$ cat src/rtl/conv_pkg.sv
// Shared definitions for the convolution / max-pool engine.
// Contents:
//   state_t        - engine FSM states (IDLE, MAC, DONE)
//   LOAD_SEL_*     - load_sel encodings choosing the destination shift bank
//   acc_width()    - accumulator width that cannot overflow for a full window
package conv_pkg;

    typedef enum logic [1:0] {
        IDLE = 2'd0,
        MAC  = 2'd1,
        DONE = 2'd2
    } state_t;

    localparam logic LOAD_SEL_ACT    = 1'b0;
    localparam logic LOAD_SEL_WEIGHT = 1'b1;

    // Sum of taps full-width products: 2*data_w bits each, plus log2(taps)
    // bits of growth from adding taps of them together.
    function automatic int acc_width(input int data_w, input int taps);
        return 2 * data_w + $clog2(taps);
    endfunction

endpackage

$ cat src/rtl/conv_maxpool_engine_if.sv
// Load / control / result bundle of the convolution / max-pool engine.
// master: drives load_valid, load_sel, load_data, signed_mode, start,
//         clear_max; observes load_ready, busy, result_valid, result,
//         max_out, max_idx, max_valid.
// slave : the engine side, opposite directions.
interface conv_maxpool_engine_if #(
    parameter int DATA_W = 6,
    parameter int TAPS   = 4,
    parameter int IDX_W  = 8
);
    import conv_pkg::*;

    localparam int ACC_W = acc_width(DATA_W, TAPS);

    logic              load_valid;
    logic              load_sel;
    logic [DATA_W-1:0] load_data;
    logic              load_ready;
    logic              signed_mode;
    logic              start;
    logic              clear_max;
    logic              busy;
    logic              result_valid;
    logic [ACC_W-1:0]  result;
    logic [ACC_W-1:0]  max_out;
    logic [IDX_W-1:0]  max_idx;
    logic              max_valid;

    modport master (
        output load_valid, load_sel, load_data, signed_mode, start, clear_max,
        input  load_ready, busy, result_valid, result, max_out, max_idx, max_valid
    );

    modport slave (
        input  load_valid, load_sel, load_data, signed_mode, start, clear_max,
        output load_ready, busy, result_valid, result, max_out, max_idx, max_valid
    );

endinterface

$ cat src/rtl/mac_unit.sv
// One multiply-accumulate step: acc_out = acc_in + act * weight.
// Ports:
//   signed_mode - treat act/weight as two's complement when 1
//   act, weight - DATA_W operands
//   acc_in      - current accumulator (ACC_W)
//   acc_out     - accumulator plus the extended product (ACC_W)
module mac_unit #(
    parameter int DATA_W = 6,
    parameter int ACC_W  = 14
) (
    input  logic              signed_mode,
    input  logic [DATA_W-1:0] act,
    input  logic [DATA_W-1:0] weight,
    input  logic [ACC_W-1:0]  acc_in,
    output logic [ACC_W-1:0]  acc_out
);
    localparam int PROD_W = 2 * DATA_W;

    logic [PROD_W-1:0] prod_u;
    logic [PROD_W-1:0] prod_s;
    logic [ACC_W-1:0]  prod_ext;

    // Operands are widened to the full product width first, so the low
    // PROD_W bits of each product are exact for its interpretation.
    always_comb begin
        prod_u   = {{DATA_W{1'b0}}, act} * {{DATA_W{1'b0}}, weight};
        prod_s   = $signed({{DATA_W{act[DATA_W-1]}}, act})
                 * $signed({{DATA_W{weight[DATA_W-1]}}, weight});
        prod_ext = signed_mode ? {{(ACC_W-PROD_W){prod_s[PROD_W-1]}}, prod_s}
                               : {{(ACC_W-PROD_W){1'b0}}, prod_u};
        acc_out  = acc_in + prod_ext;
    end

endmodule

$ cat src/rtl/conv_maxpool_engine.sv
// Serial-load dot-product engine with running max-pool tracking.
// Weights and activations are loaded one element at a time into two shift
// banks; a start pulse runs a TAPS-cycle sequential MAC, presents the
// result for one cycle and folds it into the running maximum.
// Ports:
//   clk, rst_n - clock and synchronous active-low reset
//   bus        - conv_maxpool_engine_if.slave (load, control, results)
module conv_maxpool_engine
    import conv_pkg::*;
#(
    parameter int DATA_W = 6,
    parameter int TAPS   = 4,
    parameter int IDX_W  = 8
) (
    input  logic                   clk,
    input  logic                   rst_n,
    conv_maxpool_engine_if.slave   bus
);
    localparam int ACC_W = acc_width(DATA_W, TAPS);
    localparam int TAP_W = $clog2(TAPS);
    localparam logic [TAP_W-1:0] LAST_TAP = TAP_W'(TAPS - 1);

    state_t            state;
    logic [DATA_W-1:0] weights [TAPS];
    logic [DATA_W-1:0] acts    [TAPS];
    logic [TAP_W-1:0]  tap;
    logic [ACC_W-1:0]  acc;
    logic [ACC_W-1:0]  acc_next;
    logic [ACC_W-1:0]  result_q;
    logic [ACC_W-1:0]  max_q;
    logic [IDX_W-1:0]  max_idx_q;
    logic [IDX_W-1:0]  win_cnt;
    logic              mode_q;
    logic              result_valid_q;
    logic              load_ready_q;
    logic              busy_q;
    logic              max_valid_q;
    logic              load_fire;
    logic              greater;
    logic              take_max;

    assign load_fire = bus.load_valid & load_ready_q;

    // Both banks shift toward slot 0, so the first element loaded ends up
    // in slot 0 after TAPS loads; only the selected bank moves.
    always_ff @(posedge clk) begin
        if (!rst_n) begin
            for (int k = 0; k < TAPS; k++) begin
                weights[k] <= '0;
                acts[k]    <= '0;
            end
        end else if (load_fire) begin
            if (bus.load_sel == LOAD_SEL_WEIGHT) begin
                for (int k = 0; k < TAPS - 1; k++) weights[k] <= weights[k+1];
                weights[TAPS-1] <= bus.load_data;
            end else begin
                for (int k = 0; k < TAPS - 1; k++) acts[k] <= acts[k+1];
                acts[TAPS-1] <= bus.load_data;
            end
        end
    end

    mac_unit #(
        .DATA_W (DATA_W),
        .ACC_W  (ACC_W)
    ) u_mac (
        .signed_mode (mode_q),
        .act         (acts[tap]),
        .weight      (weights[tap]),
        .acc_in      (acc),
        .acc_out     (acc_next)
    );

    // A clear arriving together with DONE wipes the old max first, so the
    // finishing window always becomes the new max in that case.
    always_comb begin
        greater  = mode_q ? ($signed(result_q) > $signed(max_q)) : (result_q > max_q);
        take_max = bus.clear_max | ~max_valid_q | greater;
    end

    // The result is registered on the last MAC edge so it is valid during
    // the whole DONE cycle; the max-pool update happens on the DONE edge.
    always_ff @(posedge clk) begin
        if (!rst_n) begin
            state          <= IDLE;
            tap            <= '0;
            acc            <= '0;
            mode_q         <= 1'b0;
            result_q       <= '0;
            result_valid_q <= 1'b0;
            load_ready_q   <= 1'b1;
            busy_q         <= 1'b0;
            max_q          <= '0;
            max_idx_q      <= '0;
            max_valid_q    <= 1'b0;
            win_cnt        <= '0;
        end else begin
            result_valid_q <= 1'b0;
            case (state)
                IDLE: begin
                    if (bus.start) begin
                        state        <= MAC;
                        acc          <= '0;
                        tap          <= '0;
                        mode_q       <= bus.signed_mode;
                        busy_q       <= 1'b1;
                        load_ready_q <= 1'b0;
                    end
                end
                MAC: begin
                    acc <= acc_next;
                    tap <= tap + TAP_W'(1);
                    if (tap == LAST_TAP) begin
                        result_q       <= acc_next;
                        result_valid_q <= 1'b1;
                        state          <= DONE;
                    end
                end
                DONE: begin
                    state        <= IDLE;
                    busy_q       <= 1'b0;
                    load_ready_q <= 1'b1;
                end
                default: state <= IDLE;
            endcase

            if (state == DONE) begin
                if (take_max) begin
                    max_q       <= result_q;
                    max_idx_q   <= bus.clear_max ? '0 : win_cnt;
                    max_valid_q <= 1'b1;
                end
                win_cnt <= bus.clear_max ? IDX_W'(1) : win_cnt + IDX_W'(1);
            end else if (bus.clear_max) begin
                max_q       <= '0;
                max_idx_q   <= '0;
                max_valid_q <= 1'b0;
                win_cnt     <= '0;
            end
        end
    end

    assign bus.load_ready   = load_ready_q;
    assign bus.busy         = busy_q;
    assign bus.result_valid = result_valid_q;
    assign bus.result       = result_q;
    assign bus.max_out      = max_q;
    assign bus.max_idx      = max_idx_q;
    assign bus.max_valid    = max_valid_q;

endmodule

$ cat src/flat_wrapper.sv
// flat-port wrapper written by rule: the top's interface ports become plain ports
module conv_maxpool_engine_flat import conv_pkg::*;
#(
    parameter int DATA_W = 6,
    parameter int TAPS   = 4,
    parameter int IDX_W  = 8
)
  (clk, rst_n, bus_load_valid, bus_load_sel, bus_load_data, bus_signed_mode, bus_start, bus_clear_max, bus_load_ready, bus_busy, bus_result_valid, bus_result, bus_max_out, bus_max_idx, bus_max_valid);
  conv_maxpool_engine_if #(.DATA_W(DATA_W), .TAPS(TAPS), .IDX_W(IDX_W)) bus_i ();
  input  logic clk;
  input  logic rst_n;
  input wire logic [$bits(bus_i.load_valid)-1:0] bus_load_valid;
  input wire logic [$bits(bus_i.load_sel)-1:0] bus_load_sel;
  input wire logic [$bits(bus_i.load_data)-1:0] bus_load_data;
  input wire logic [$bits(bus_i.signed_mode)-1:0] bus_signed_mode;
  input wire logic [$bits(bus_i.start)-1:0] bus_start;
  input wire logic [$bits(bus_i.clear_max)-1:0] bus_clear_max;
  output wire logic [$bits(bus_i.load_ready)-1:0] bus_load_ready;
  output wire logic [$bits(bus_i.busy)-1:0] bus_busy;
  output wire logic [$bits(bus_i.result_valid)-1:0] bus_result_valid;
  output wire logic [$bits(bus_i.result)-1:0] bus_result;
  output wire logic [$bits(bus_i.max_out)-1:0] bus_max_out;
  output wire logic [$bits(bus_i.max_idx)-1:0] bus_max_idx;
  output wire logic [$bits(bus_i.max_valid)-1:0] bus_max_valid;
  assign bus_i.load_valid = bus_load_valid;
  assign bus_i.load_sel = bus_load_sel;
  assign bus_i.load_data = bus_load_data;
  assign bus_i.signed_mode = bus_signed_mode;
  assign bus_i.start = bus_start;
  assign bus_i.clear_max = bus_clear_max;
  assign bus_load_ready = bus_i.load_ready;
  assign bus_busy = bus_i.busy;
  assign bus_result_valid = bus_i.result_valid;
  assign bus_result = bus_i.result;
  assign bus_max_out = bus_i.max_out;
  assign bus_max_idx = bus_i.max_idx;
  assign bus_max_valid = bus_i.max_valid;
  conv_maxpool_engine #(.DATA_W(DATA_W), .TAPS(TAPS), .IDX_W(IDX_W)) u_core (.clk(clk), .rst_n(rst_n), .bus(bus_i));
endmodule
$ cat config.mk
export PLATFORM = sky130hd
export DESIGN_NAME = conv_maxpool_engine_flat
export DESIGN_NICKNAME = d
export VERILOG_FILES = /design/src/rtl/conv_pkg.sv /design/src/rtl/conv_maxpool_engine_if.sv /design/src/rtl/mac_unit.sv /design/src/rtl/conv_maxpool_engine.sv /design/src/flat_wrapper.sv
export SDC_FILE = /design/constraint.sdc
export NUM_CORES = 1
export LEC_CHECK = 0
export CORE_MARGIN = 5
export CORE_UTILIZATION = 54
export DETAILED_ROUTE_END_ITERATION = 10
export GPL_TIMING_DRIVEN = 0
export PLACE_DENSITY = 0.77
export SYNTH_ARGS = -nofsm -noshare
export SYNTH_HDL_FRONTEND = slang
export SYNTH_SLANG_ARGS = --single-unit
$ cat constraint.sdc
create_clock -name clk -period 7.3 [get_ports clk]
set_clock_uncertainty 0.15 [all_clocks]
set_input_delay 1.46 -clock clk [delete_from_list [all_inputs] [get_ports clk]]
set_output_delay 1.46 -clock clk [all_outputs]
set_load 0.1 [all_outputs]
==> results of run 1 <==
final cells by class:
class,count,share of cell area
plain buffers,29,0.0161
inverters,76,0.0316
well taps,180,0.0249
clock inverters,8,0.00776
repair buffers,53,0.0590
clock buffers,24,0.0570
flip-flops and latches,117,0.313
multi-input cells,533,0.491
layer usage:
| layer | wire (um) | track usage | part of all wire | vias up |
|---|---|---|---|---|
| li1 | - | - | - | 2728 |
| met1 | 7120 | 0.271 | 0.43 | 2792 |
| met2 | 8410 | 0.373 | 0.51 | 138 |
| met3 | 754 | 0.0437 | 0.045 | 29 |
| met4 | 316 | 0.0716 | 0.019 | 0 |
| met5 | 0 | 0 | 0 | - |
registers in the layout, summed over array words and instances, names as in the netlist, 2 cells and up, named ones only:
signal              count
u_core.acc             14
u_core.acts            24
u_core.bus.max_idx      8
u_core.bus.max_out     14
u_core.bus.result      14
u_core.state            2
u_core.tap              2
u_core.weights         24
u_core.win_cnt          8
power by group through the flow:
stage / clock network, mW / registers (mW) / logic (mW)
finish: 0.806 / 0.727 / 0.530
CTS: 0.815 / 0.726 / 0.529
floorplan: 0 / 0.741 / 0.394
global placement: 0 / 0.737 / 0.493
detailed placement: 0 / 0.739 / 0.519
global route: 0.849 / 0.729 / 0.599
worst paths after layout:
path / slack (ps) / depth (start not counted) / endpoint / start
setup reg to reg: 390 / 27 / u_core.acc[13]$_SDFFE_PN0P_ / flip-flop
hold / removal: 310 / 2 / u_core.acc[6]$_SDFFE_PN0P_ / u_core.acc[6]$_SDFFE_PN0P_
hold reg to reg: 310 / 2 / u_core.acc[6]$_SDFFE_PN0P_ / u_core.acc[6]$_SDFFE_PN0P_
setup / recovery: 390 / 27 / u_core.acc[13]$_SDFFE_PN0P_ / flip-flop
timing repair:
item | in CTS | in global routing
setup endpoints to repair | 2 | 3
setup buffers | 1 | 0
gates resized for setup | 3 | 5
pin swaps | 0 | 2
cloned | 0 | 0
logic make-up (layout without fill, tap and decap cells):
group,after synthesis,in the layout,share of synthesized area
simple gates,247,247,0.165
compound gates,117,117,0.101
flops,117,117,0.369
buf+inv,105,190,0.0547
fa+ha+maj,102,102,0.205
mux,36,36,0.0667
xor+xnor,31,31,0.0391
cells in the mapped netlist (all sizes together), types with 2 or more instances:
master   count  area, um2
nor3         6       30.0
ha          63        788
xor2        16        140
a21oi       29        145
nor2b        6       37.5
o31ai        2       15.0
and2        75        469
xnor2       13        114
nand3       24        120
nand4        6       37.5
clkbuf      24       90.1
fa          39        781
xnor3        2       45.0
edfxtp      48       1440
nand3b       2       15.0
a211o        2       17.5
o41a         2       22.5
buf          5       43.8
nand2b       8       50.1
nand2       64        240
o21ai       29        149
a211oi       6       50.1
a21o        11       82.6
mux2i       24        240
or3          4       25.0
o21a        11       82.6
mux4        12        270
o21bai       7       52.6
a2bb2oi      3       26.3
or2          3       18.8
inv         76        285
and3         2       12.5
nor2        44        181
dfxtp       69       1380
a22oi        5       37.5
critical path: stages (launching register included):
cell      delay, ps
dfxtp_2         380
buf_8           180
mux4_2          600
inv_2           150
nor2_1           80
fa_1            530
inv_1            60
fa_1            530
inv_1            60
fa_1            530
inv_1            50
fa_1            550
inv_1            60
ha_1            320
a211oi_2        250
nor2_1           80
o21a_1          170
nor2_1          110
xnor2_1          80
nand2_1          60
o21ai_0          90
ha_1            240
or2_2           290
o41a_1          450
a311oi_2        280
xnor2_2         180
o21bai_1        110
a21o_1          180
through the flow:
stage / hold WS, ps / std cells / cell area, um2 / TNS [ps] / utilization
2_1_floorplan: 282 / 755 / 7660 / 0 / -
3_3_place_gp: 292 / 986 / 8390 / -319 / 0.605
3_5_place_dp: 303 / 987 / 8410 / -497 / 0.606
4_1_cts: 315 / 1020 / 9010 / 0 / 0.649
5_1_grt: 343 / 1020 / 9030 / -18.5 / 0.650
6_report: 312 / 1020 / 9030 / 0 / 0.650
==> run_results.csv, run 1 <==
group,metric,value,unit
drt,drt_wl_total,16600,um
place,numPortBuffers,51,
timing,fmax,0.145,GHz
place,dp_slack,-259,ps
floorplan,start_util,0.552,
timing,tightestPinTransition,989,ps
grt,grt.total_usage,0.216,
setup_path,cp-start-kind,"flip-flop",
grt,grt.overflow.total,0,
drt,dr.pass1.iters,7,
cts,tritoncts,"yes",
drt,postRouteAntennaNets,0,
cells_and_area,multi_input_area,4430,um2
grt,grt_max_degree,25,
timing,relSlewSlack,0.339,
timing,drv_slew,0,
synthesis,synth_area,7660,um2
timing,final_hold_viol_count,0,
cts,cts-root-buf,"clkbuf_16",
cells_and_area,fin_nets,942,
cells_and_area,seq_area,2820,um2
power,power.total,2.06,mW
drt,avgRoutedWirePerCell,16.3,um
floorplan,die_w,129,um
floorplan,die-area,16700,um2
floorplan,die_h,129,um
place,place_hpwl,12600,um
power,max-vdd-ir-drop,246,uV
synthesis,synth_nets,870,
cells_and_area,antenna-diode-count,0,
setup_path,crit_fanout,10,
timing,setup_slack,390,ps
cts,cts_hold_buf,0,
cts,ctsHtreeMaxLevel,4,
timing,finalCritPeriodShare,0.947,
grt,grt_pass1_vias,5936,
drt,drc,0,
synthesis,ys_ff_latch,117,
min_path,hold_class,"flip-flop to flip-flop",
cts,cts_buffers,17,
floorplan,fp-row-count,43,
synthesis,synth_edf_count,48,
cts,clk_latency,410,ps
drt,via_per_inst,5.58,
cells_and_area,n_fill_cell,1053,
timing,setup_violations,0,
flow_run,maxCapViolCount,0,
floorplan,core-area,13900,um2
synthesis,syn_inst,755,
synthesis,ys_seq_area_frac,0.369,
synthesis,yosys_warnings,0,
synthesis,async_reset_ff_frac,0,
synthesis,synth-main-ff-cell,"dfxtp_1",
grt,grt_pass1_wl,28700,um
timing,finalCriticalPeriod,6910,ps
cells_and_area,drive_gt1_frac,0.0679,
power,switching_share,0.292,
grt,grt_antenna_before_repair,0,
synthesis,synth.avg_cell_area,10.1,um2
power,leakage,3.84,nW
status,status,"finished, final reports clean",
power,intPower,1.46,mW
cells_and_area,syn_to_final_growth,17.9,%
floorplan,ios,53,
drt,drt_iter0_markers,340,
cts,path_clk_slew,50,ps
power,clock_power_share,0.391,
place,gp_congestion,0.865,
cells_and_area,mostFrequentLayoutCells,"and2_1, inv_1, dfxtp_1",
setup_path,cp-end-kind,"flip-flop",
drt,num_vias,5687,
power,power_switching,0.603,mW
power,combPwrFrac,0.257,
cts,clk_path_buf_depth,2,
power,seqPwrFrac,0.352,
power,powerDensity,228,nW/um2
setup_path,path_class,"flip-flop to flip-flop",
synthesis,synthDistinctLibCells,55,
cts,cts.sinks,117,
setup_path,critPathRequiredTime,7440,ps
setup_path,arrival,7050,ps
No activity file was read; power rests on OpenSTA's default activity.
==> run 2, diff against run 1 <==
--- a/config.mk
+++ b/config.mk
@@ -6,10 +6,9 @@
 export NUM_CORES = 1
 export LEC_CHECK = 0
 export CORE_MARGIN = 5
-export CORE_UTILIZATION = 54
+export CORE_UTILIZATION = 41
 export DETAILED_ROUTE_END_ITERATION = 10
 export GPL_TIMING_DRIVEN = 0
-export PLACE_DENSITY = 0.77
 export SYNTH_ARGS = -nofsm -noshare
 export SYNTH_HDL_FRONTEND = slang
 export SYNTH_SLANG_ARGS = --single-unit
==> run 2 against run 1 <==
Power shrank 1.1%. Flip-flop and latch count is the same. Clock power shrank 1%. Non-clock buffer count is the same. Utilization down 16 points. Setup slack better by 12 ps. Clock-buffer cell count down 7. Via count decreased by 4.8%. Register-to-register slack about the same. Cell area is 0.57% higher. Largest cell class unchanged. Highest routed layer unchanged.
==> run_results.csv, run 2 (synthesized netlist as in run 1, its figures left out) <==
group,metric,value,unit
status,status,"finished, final reports clean",
drt,drt_iter0_markers,230,
floorplan,die_h,147,um
grt,grt.overflow.total,0,
timing,fmax,0.145,GHz
power,clock_power_share,0.391,
timing,setup-tns-final,0,ps
drt,postRouteAntennaNets,0,
grt,grt_pass1_vias,5383,
cts,tritoncts,"yes",
setup_path,rr_endpoint,"u_core.bus.result[13]$_SDFFE_PN0P_",
grt,grt_pass1_wl,27300,um
grt,grt_max_degree,25,
floorplan,die_w,147,um
cts,cts.sinks,117,
power,seqPwrFrac,0.355,
place,place_inst,1041,
timing,setup_violations,0,
min_path,hold_class,"flip-flop to flip-flop",
flow_run,maxCapViolCount,0,
timing,finalCritPeriodShare,0.945,
cells_and_area,fin_nets,942,
cts,cts_buffers,17,
cells_and_area,utilization,0.490,
cells_and_area,antenna-diode-count,0,
cts,clk_latency,420,ps
setup_path,path_class,"flip-flop to flip-flop",
floorplan,core-area,18500,um2
cells_and_area,top_regs,"u_core.acts: 24 flops, u_core.weights: 24 flops",
setup_path,rrSetupSlack,400,ps
cells_and_area,syn_to_final_growth,18.6,%
power,leakage,3.83,nW
grt,grt.total_usage,0.157,
power,max-vdd-ir-drop,199,uV
power,power.total,2.04,mW
cts,clk_path_buf_depth,2,
timing,finalCriticalPeriod,6900,ps
power,power_switching,0.659,mW
setup_path,cp-start-kind,"flip-flop",
timing,final_hold_viol_count,0,
drt,dr.pass1.iters,4,
cells_and_area,n_fill_cell,1742,
cts,ctsHtreeMaxLevel,4,
drt,avgRoutedWirePerCell,15.2,um
power,intPower,1.38,mW
floorplan,start_util,0.414,
setup_path,cp-end-kind,"flip-flop",
place,numPortBuffers,51,
setup_path,critPathRequiredTime,7430,ps
setup_path,arrival,7030,ps
drt,drt_wl_total,16400,um
timing,hold_slack,316,ps
timing,tightestPinTransition,985,ps
power,powerDensity,225,nW/um2
cells_and_area,final_cells,1074,
cts,cts_hold_buf,0,
floorplan,die-area,21500,um2
power,combPwrFrac,0.254,
timing,relSlewSlack,0.341,
grt,grt_antenna_before_repair,0,
cells_and_area,drive_gt1_frac,0.0774,
drt,num_vias,5412,
power,switching_share,0.323,
cts,cts-root-buf,"clkbuf_16",
floorplan,fp-row-count,50,
timing,drv_slew,0,
setup_path,endpoint,"u_core.bus.result[13]$_SDFFE_PN0P_",
drt,via_per_inst,5.04,
place,gp_congestion,0.820,
drt,drc,0,
cts,path_clk_slew,60,ps
floorplan,ios,53,
cells_and_area,mostFrequentLayoutCells,"and2_1, inv_1, dfxtp_1",
setup_path,crit_fanout,10,
setup_path,reg2reg_depth,27,
place,place_hpwl,12500,um
==> run 2: cell types whose count changed in the layout (fill, tap and decap cells not counted) <==
cell,change
clkinv_4,-1
buf_12,+1
inv_4,+1
bufinv_16,-1
inv_8,+3
clkinvlp_4,+2
clkbuf_8,-2
nor3b_1,-1
clkbuf_16,-2
clkinv_1,-4
nor3b_2,+1
clkbuf_1,-3
buf_8,-1
inv_6,+7
==> run 2: final cells by class <==
| class | count | area [um2] | share of cell area |
|---|---|---|---|
| flip-flops and latches | 117 | 2820 | 0.311 |
| plain buffers | 29 | 150 | 0.0165 |
| well taps | 234 | 293 | 0.0322 |
| inverters | 76 | 285 | 0.0314 |
| clock buffers | 17 | 425 | 0.0469 |
| clock inverters | 15 | 133 | 0.0146 |
| repair buffers | 53 | 533 | 0.0587 |
| multi-input cells | 533 | 4440 | 0.489 |
==> run 2: worst min path at each step <==
stage | from | end | depth (start not counted)
6_report | u_core.acc[12]$_SDFFE_PN0P_ | u_core.acc[12]$_SDFFE_PN0P_ | 2
5_1_grt | u_core.acc[9]$_SDFFE_PN0P_ | u_core.acc[9]$_SDFFE_PN0P_ | 2
4_1_cts | u_core.acc[12]$_SDFFE_PN0P_ | u_core.acc[12]$_SDFFE_PN0P_ | 2
3_5_place_dp | u_core.acc[12]$_SDFFE_PN0P_ | u_core.acc[12]$_SDFFE_PN0P_ | 2
3_3_place_gp | u_core.acc[9]$_SDFFE_PN0P_ | u_core.acc[9]$_SDFFE_PN0P_ | 2
2_1_floorplan | u_core.acc[11]$_SDFFE_PN0P_ | u_core.acc[11]$_SDFFE_PN0P_ | 2
==> run 2: worst max-delay path, stage by stage (launching register included) <==
cell and delay (ps):
dfxtp_2 400, buf_12 170, mux4_2 590, inv_2 150
nor2_1 80, fa_1 530, inv_1 50, fa_1 520
inv_1 50, fa_1 520, inv_1 50, fa_1 560
inv_1 60, ha_1 320, a211oi_2 260, nor2_1 90
o21a_1 170, nor2_1 110, xnor2_1 70, nand2_1 60
o21ai_0 100, ha_1 240, or2_2 280, o41a_1 450
a311oi_2 300, xnor2_2 180, xnor2_1 170, a21oi_1 90
==> run 2: repair_timing <==
item,CTS,global route
setup endpoints to repair,2,4
pin swaps,0,2
buffers inserted,1,0
hold endpoints to repair,0,0
gates cloned,0,0
gates resized for setup,2,8
==> run 2: power by group through the flow <==
stage | combinational (mW) | sequential, mW | clock, mW
3_5_place_dp | 0.516 | 0.738 | 0
6_report | 0.518 | 0.724 | 0.796
3_3_place_gp | 0.513 | 0.738 | 0
4_1_cts | 0.524 | 0.724 | 0.815
5_1_grt | 0.587 | 0.728 | 0.847
2_1_floorplan | 0.394 | 0.741 | 0
==> run 2: per-stage QoR <==
stage,area (um2),setup WS [ps]
global route,9080,-0.429
finish,9080,402
CTS,9050,19.6
floorplan,7660,425
global placement,8460,-237
detailed placement,8480,-219
==> run 2: metal layers <==
| metal | wire (um) | GRT usage | share of wire | vias up |
|---|---|---|---|---|
| li1 | - | - | - | 2733 |
| met1 | 8020 | 0.212 | 0.49 | 2589 |
| met2 | 7730 | 0.253 | 0.47 | 75 |
| met5 | 0 | 0 | 0 | - |
| met3 | 426 | 0.0348 | 0.026 | 15 |
| met4 | 195 | 0.0489 | 0.012 | 0 |
